==> src/rtl/mem_access_ctrl_if.sv <==
// Pipeline-side and data-memory-side signals of the MEM-stage access controller.
// The slave modport is the controller; the master modport is pipeline plus memory.
interface mem_access_ctrl_if;
    logic        mem_read_in;
    logic        mem_write_in;
    logic [15:0] addr_in;
    logic [15:0] wdata_in;
    logic        dmem_en;
    logic        dmem_wr;
    logic [15:0] dmem_addr;
    logic [15:0] dmem_wdata;
    logic        dmem_ready;
    logic [15:0] dmem_rdata;
    logic [15:0] rdata_out;
    logic        stall;
    logic        mem_err;

    modport slave (
        input  mem_read_in, mem_write_in, addr_in, wdata_in, dmem_ready, dmem_rdata,
        output dmem_en, dmem_wr, dmem_addr, dmem_wdata, rdata_out, stall, mem_err
    );

    modport master (
        output mem_read_in, mem_write_in, addr_in, wdata_in, dmem_ready, dmem_rdata,
        input  dmem_en, dmem_wr, dmem_addr, dmem_wdata, rdata_out, stall, mem_err
    );
endinterface

==> src/rtl/mem_access_ctrl.sv <==
// MEM-stage data-memory sequencer: request/ready handshake with timeout, stalls the
// pipeline for the whole access and releases it for one DONE cycle with the load result.
module mem_access_ctrl #(
    parameter int unsigned TIMEOUT = 15
) (
    input  logic                     clk,
    input  logic                     rst_n,
    mem_access_ctrl_if.slave         bus
);

    typedef enum logic [1:0] {StIdle, StBusy, StDone} state_e;

    localparam logic [7:0] CntLast = 8'(TIMEOUT - 1);

    state_e      state_q, state_d;
    logic        en_q, en_d;
    logic        wr_q, wr_d;
    logic [15:0] addr_q, addr_d;
    logic [15:0] wdata_q, wdata_d;
    logic [15:0] rdata_q, rdata_d;
    logic        err_q, err_d;
    logic [7:0]  cnt_q, cnt_d;
    logic        stall_raw;
    logic        req;

    assign req = bus.mem_read_in | bus.mem_write_in;

    always_comb begin
        state_d   = state_q;
        en_d      = en_q;
        wr_d      = wr_q;
        addr_d    = addr_q;
        wdata_d   = wdata_q;
        rdata_d   = rdata_q;
        err_d     = err_q;
        cnt_d     = cnt_q;
        stall_raw = 1'b0;
        unique case (state_q)
            StIdle: begin
                if (req) begin
                    stall_raw = 1'b1;
                    state_d   = StBusy;
                    en_d      = 1'b1;
                    // Both op bits set resolves to a write.
                    wr_d      = bus.mem_write_in;
                    addr_d    = bus.addr_in;
                    wdata_d   = bus.wdata_in;
                    cnt_d     = 8'd0;
                end
            end
            StBusy: begin
                stall_raw = 1'b1;
                // A ready arriving on the timeout edge still counts as a normal completion.
                if (bus.dmem_ready) begin
                    en_d    = 1'b0;
                    state_d = StDone;
                    if (!wr_q) rdata_d = bus.dmem_rdata;
                end else if (cnt_q == CntLast) begin
                    en_d    = 1'b0;
                    err_d   = 1'b1;
                    state_d = StDone;
                    if (!wr_q) rdata_d = 16'hFFFF;
                end else begin
                    cnt_d = cnt_q + 8'd1;
                end
            end
            StDone: begin
                state_d = StIdle;
            end
            default: begin
                state_d = StIdle;
            end
        endcase
    end

    always_ff @(posedge clk or negedge rst_n) begin
        if (!rst_n) begin
            state_q <= StIdle;
            en_q    <= 1'b0;
            wr_q    <= 1'b0;
            addr_q  <= 16'h0000;
            wdata_q <= 16'h0000;
            rdata_q <= 16'h0000;
            err_q   <= 1'b0;
            cnt_q   <= 8'd0;
        end else begin
            state_q <= state_d;
            en_q    <= en_d;
            wr_q    <= wr_d;
            addr_q  <= addr_d;
            wdata_q <= wdata_d;
            rdata_q <= rdata_d;
            err_q   <= err_d;
            cnt_q   <= cnt_d;
        end
    end

    // Reset masks the combinational stall so a held op cannot freeze the pipeline in reset.
    assign bus.stall      = rst_n & stall_raw;
    assign bus.dmem_en    = en_q;
    assign bus.dmem_wr    = wr_q;
    assign bus.dmem_addr  = addr_q;
    assign bus.dmem_wdata = wdata_q;
    assign bus.rdata_out  = rdata_q;
    assign bus.mem_err    = err_q;

endmodule

==> src/flat_wrapper.sv <==
// flat-port wrapper written by rule: the top's interface ports become plain ports
module mem_access_ctrl_flat 
#(
    parameter int unsigned TIMEOUT = 15
)
  (clk, rst_n, bus_mem_read_in, bus_mem_write_in, bus_addr_in, bus_wdata_in, bus_dmem_ready, bus_dmem_rdata, bus_dmem_en, bus_dmem_wr, bus_dmem_addr, bus_dmem_wdata, bus_rdata_out, bus_stall, bus_mem_err);
  mem_access_ctrl_if bus_i ();
  input  logic clk;
  input  logic rst_n;
  input wire logic [$bits(bus_i.mem_read_in)-1:0] bus_mem_read_in;
  input wire logic [$bits(bus_i.mem_write_in)-1:0] bus_mem_write_in;
  input wire logic [$bits(bus_i.addr_in)-1:0] bus_addr_in;
  input wire logic [$bits(bus_i.wdata_in)-1:0] bus_wdata_in;
  input wire logic [$bits(bus_i.dmem_ready)-1:0] bus_dmem_ready;
  input wire logic [$bits(bus_i.dmem_rdata)-1:0] bus_dmem_rdata;
  output wire logic [$bits(bus_i.dmem_en)-1:0] bus_dmem_en;
  output wire logic [$bits(bus_i.dmem_wr)-1:0] bus_dmem_wr;
  output wire logic [$bits(bus_i.dmem_addr)-1:0] bus_dmem_addr;
  output wire logic [$bits(bus_i.dmem_wdata)-1:0] bus_dmem_wdata;
  output wire logic [$bits(bus_i.rdata_out)-1:0] bus_rdata_out;
  output wire logic [$bits(bus_i.stall)-1:0] bus_stall;
  output wire logic [$bits(bus_i.mem_err)-1:0] bus_mem_err;
  assign bus_i.mem_read_in = bus_mem_read_in;
  assign bus_i.mem_write_in = bus_mem_write_in;
  assign bus_i.addr_in = bus_addr_in;
  assign bus_i.wdata_in = bus_wdata_in;
  assign bus_i.dmem_ready = bus_dmem_ready;
  assign bus_i.dmem_rdata = bus_dmem_rdata;
  assign bus_dmem_en = bus_i.dmem_en;
  assign bus_dmem_wr = bus_i.dmem_wr;
  assign bus_dmem_addr = bus_i.dmem_addr;
  assign bus_dmem_wdata = bus_i.dmem_wdata;
  assign bus_rdata_out = bus_i.rdata_out;
  assign bus_stall = bus_i.stall;
  assign bus_mem_err = bus_i.mem_err;
  mem_access_ctrl #(.TIMEOUT(TIMEOUT)) u_core (.clk(clk), .rst_n(rst_n), .bus(bus_i));
endmodule
==> config.mk <==
export PLATFORM = sky130hd
export DESIGN_NAME = mem_access_ctrl_flat
export DESIGN_NICKNAME = d
export VERILOG_FILES = /design/src/rtl/mem_access_ctrl_if.sv /design/src/rtl/mem_access_ctrl.sv /design/src/flat_wrapper.sv
export SDC_FILE = /design/constraint.sdc
export NUM_CORES = 1
export LEC_CHECK = 0
export CORE_ASPECT_RATIO = 1.2
export CORE_MARGIN = 2
export CORE_UTILIZATION = 42
export DETAILED_ROUTE_END_ITERATION = 12
export PLACE_DENSITY = 0.88
export SETUP_SLACK_MARGIN = 0.4
export SYNTH_ARGS = -nofsm -noshare
export SYNTH_HDL_FRONTEND = slang
export SYNTH_SLANG_ARGS = --single-unit
==> constraint.sdc <==
create_clock -name clk -period 2.14 [get_ports clk]
set_input_delay 0.428 -clock clk [delete_from_list [all_inputs] [get_ports clk]]
set_output_delay 0.428 -clock clk [all_outputs]
set_load 0.05 [all_outputs]
==> run_results.csv <==
group,metric,value,unit
run_status,outcome,"finished, final reports clean",
drt,drc_errors,0,
yosys,seq_area_frac_synth,62.7,%
sta,period_needed,1890,ps
power_and_ir_drop,power.density,1780,nW/um^2
clock_tree,clk_pin_slew,70,ps
place,dpl_cell_area,3590,um^2
setup_path,cp.arrival,1470,ps
die,row_count,30,
yosys,yosys.area_share.simple,7.14,%
place,gp_congestion,0.790,
drt,drt_pass1_iterations,5,
drt,finalWirelength,5.64,mm
setup_path,worstPathMaxFanout,2,
setup_path,crit_slowest_cell,"clkdlybuf4s50_1",
job,cap_violations,0,
drt,dr_wl_met3,403,um
clock_tree,clk_latency,330,ps
sta,finalSetupViolCount,0,
cells_and_area,syn2layout_area_growth,57.3,%
global_route,antenna_found_initial,0,
clock_tree,cts_tree,"done",
sta,worst_slack,246,ps
yosys,synth_ff_type,"dfrtp_1",
drt,via_count,1851,
drt,ant_nets,0,
setup_path,crit_chain,"clkdlybuf4s50_1, o21a_4, nor2_4, nor3b_4, buf_12",
yosys,synth_compound_area_share,11.4,%
power_and_ir_drop,seqPwrFrac,29.5,%
die,floorplan.initialDensity,43.3,%
clock_tree,hold_buffers,0,
global_route,grt_max_degree,62,
setup_path,crit_family,"buffers and inverters",
setup_path,crit_required,1710,ps
global_route,globalRoute.totalOverflow,0,
power_and_ir_drop,power,6.82,mW
clock_tree,clockRootBuffer,"clkbuf_8",
yosys,syn_avg_cell_area,14.2,um^2
cells_and_area,drive_gt1_share,26.8,%
power_and_ir_drop,p_clk_share,14.9,%
setup_path,cp-end-kind,"output port",
power_and_ir_drop,intPower,3.55,mW
global_route,grtUsageTotal,18.7,%
yosys,async_reset_ff_share,100,%
clock_tree,cts_buffers,9,
yosys,synth_mux_area_share,15.4,%
global_route,grt_pass1_vias,1940,
setup_path,cp_num_buf_inv,2,
sta,skew,10.1,ps
setup_path,cp-start-kind,"input pin",
power_and_ir_drop,ir_drop,0.00142,V
sta,slew_viol_final,0,
yosys,yosysWarnings,0,
die,fp.dieH,87.4,um
die,num_io_pins,105,
power_and_ir_drop,sw_frac_of_total,47.9,%
global_route,grt_first_pass_wirelength,9.01,mm
sta,worstMarginPinSlew,749,ps
power_and_ir_drop,combPwrFrac,55.7,%
yosys,syn_inst,172,
drt,avgRoutedWirePerCell,15.6,um
cells_and_area,fin_util,68.1,%
cells_and_area,final_cells,362,
die,dieArea,6430,um^2
sta,fin_hold_ws,276,ps
drt,drt_iter0_drc,106,
place,placed_cells,338,
drt,met1Wirelength,2.26,mm
sta,period_share,88.5,%
yosys,synth_cell_types,33,
yosys,syn_nets,227,
die,dieWidth,73.5,um
yosys,synth_adder_area_share,1.03,%
cells_and_area,stdcell_area,3830,um^2
sta,fin_setup_tns,0,ps
yosys,synth_seq_cells,61,
sta,rsz0062_at_grt,"yes",
die,coreArea,5630,um^2
sta,max_clock_freq,528,MHz
cells_and_area,nNetsFinal,348,
drt,viasPerCell,5.11,
clock_tree,cts_sinks,61,
drt,met2_length,2.82,mm
setup_path,max_stage_delay,490,ps
place,place_ws,64.0,ps
power_and_ir_drop,p_switching,3.27,mW
sta,hold_viol,0,
yosys,synth-xor-area-share,0,%
hold_path,min_path_type,"input pin to async pin",
clock_tree,cts_max_level,3,
yosys,synth_edf_count,0,
place,dp_hpwl,3.93,mm
sta,maxSlewHeadroom,50.0,%
place,io_buffers,104,
power_and_ir_drop,leakage,1.67,nW
clock_tree,cts_buffer_depth,2,
drt,top_layer_used,"met4",
setup_path,criticalPathCategory,"input pin to output port",
yosys,synth_area,2440,um^2
cells_and_area,diodes,0,
yosys,synth_top_family_by_area,"multiplexers",
[sequential cells by signal, summed over array words and instances (netlist names)]
| register | count |
|---|---|
| u_core.bus.dmem_wdata | 16 |
| u_core.bus.rdata_out | 16 |
| u_core.bus.dmem_wr | 1 |
| u_core.cnt_q | 8 |
| u_core.bus.dmem_en | 1 |
| u_core.bus.mem_err | 1 |
| u_core.state_q | 2 |
| u_core.bus.dmem_addr | 16 |
[repair_timing]
| item | in CTS | in global routing |
|---|---|---|
| endpoints found under the setup margin | 83 | 35 |
| resized for setup | 59 | 7 |
| setup buffers | 5 | 3 |
| pin swaps | 1 | 3 |
[metal layers]
layer / up-vias / global-route usage [%]
li1: 866 / -
met2: 75 / 29.0
met5: - / 0
met4: 0 / 10.2
met3: 16 / 7.06
met1: 894 / 22.1
[Yosys cell counts (all sizes together), types with 2 or more instances]
library cell	number	area (um^2)
a21oi	6	30.0
o21a	2	15.0
o22a	16	140
ha	2	25.0
a31oi	3	18.8
nand2	4	15.0
dfrtp	61	1530
o21ai	2	10.0
nand3	4	20.0
inv	3	11.3
nor3b	2	20.0
buf	7	43.8
a41oi	2	17.5
nor2	11	41.3
mux2	33	375
[cells in the final DEF, fill, tap and decap left out, types with 2 or more instances in the layout]
master           netlist  layout
dfrtp_1               61      58
clkdlybuf4s50_1        0      50
dlygate4sd2_1          0      50
mux2_2                32      32
o22a_1                16      16
clkbuf_8               0      10
buf_4                  1      10
nor2_1                11       9
a21oi_1                6       5
nand3_1                4       4
nand2_1                4       4
a31oi_1                3       3
clkinv_2               0       3
buf_6                  1       3
dfrtp_2                0       3
nor2_4                 0       2
nor3b_4                0       2
a41oi_1                2       2
inv_1                  3       2
o21ai_0                2       2
ha_1                   2       2
clkinv_4               0       2
buf_12                 0       2
[area by class of cell]
type                            count  area, um^2
Clock buffer                       10         138
Clock inverter                      6        62.6
Fill cell                         425        1800
Inverter                            3        11.3
Multi-Input combinational cell    100         895
Sequential cell                    61        1530
Tap cell                           64        80.1
Timing Repair Buffer              118        1120
[cells by family (layout without fill, tap and decap cells)]
| logic type | after synthesis | count (layout) |
|---|---|---|
| buffers and inverters | 11 | 137 |
| and+or+nand+nor | 30 | 30 |
| DFF | 61 | 61 |
| muxes | 33 | 33 |
| AOI/OAI and AO/OA | 35 | 35 |
| adders and majority gates | 2 | 2 |
[power groups by stage]
stage | combinational, mW | clock, mW | sequential (mW)
after global routing | 3.99 | 1.09 | 2.08
after global placement | 3.97 | 0 | 2.02
final | 3.80 | 1.01 | 2.01
after CTS | 3.76 | 1.04 | 2.01
after detailed placement | 4.03 | 0 | 2.04
after floorplan | 1.02 | 0 | 3.69
[final timing paths]
kind / startpoint / endpoint / slack [ps] / depth (start not counted)
worst max-delay path: bus_mem_read_in / bus_stall / 250 / 5
worst min-delay path: rst_n / u_core.bus.mem_err$_DFFE_PN0P_ / 280 / 2
worst max register to register: u_core.state_q[1]$_DFFE_PN0P_ / u_core.cnt_q[1]$_DFFE_PN0P_ / 360 / 5
worst min register to register: u_core.cnt_q[7]$_DFFE_PN0P_ / u_core.cnt_q[7]$_DFFE_PN0P_ / 480 / 1
max in group asynchronous: rst_n / u_core.cnt_q[0]$_DFFE_PN0P_ / 1330 / 2
min in group clk: bus_mem_write_in / u_core.bus.dmem_wr$_DFFE_PN0P_ / 430 / 2
No activity file was read; power rests on OpenSTA's default activity.
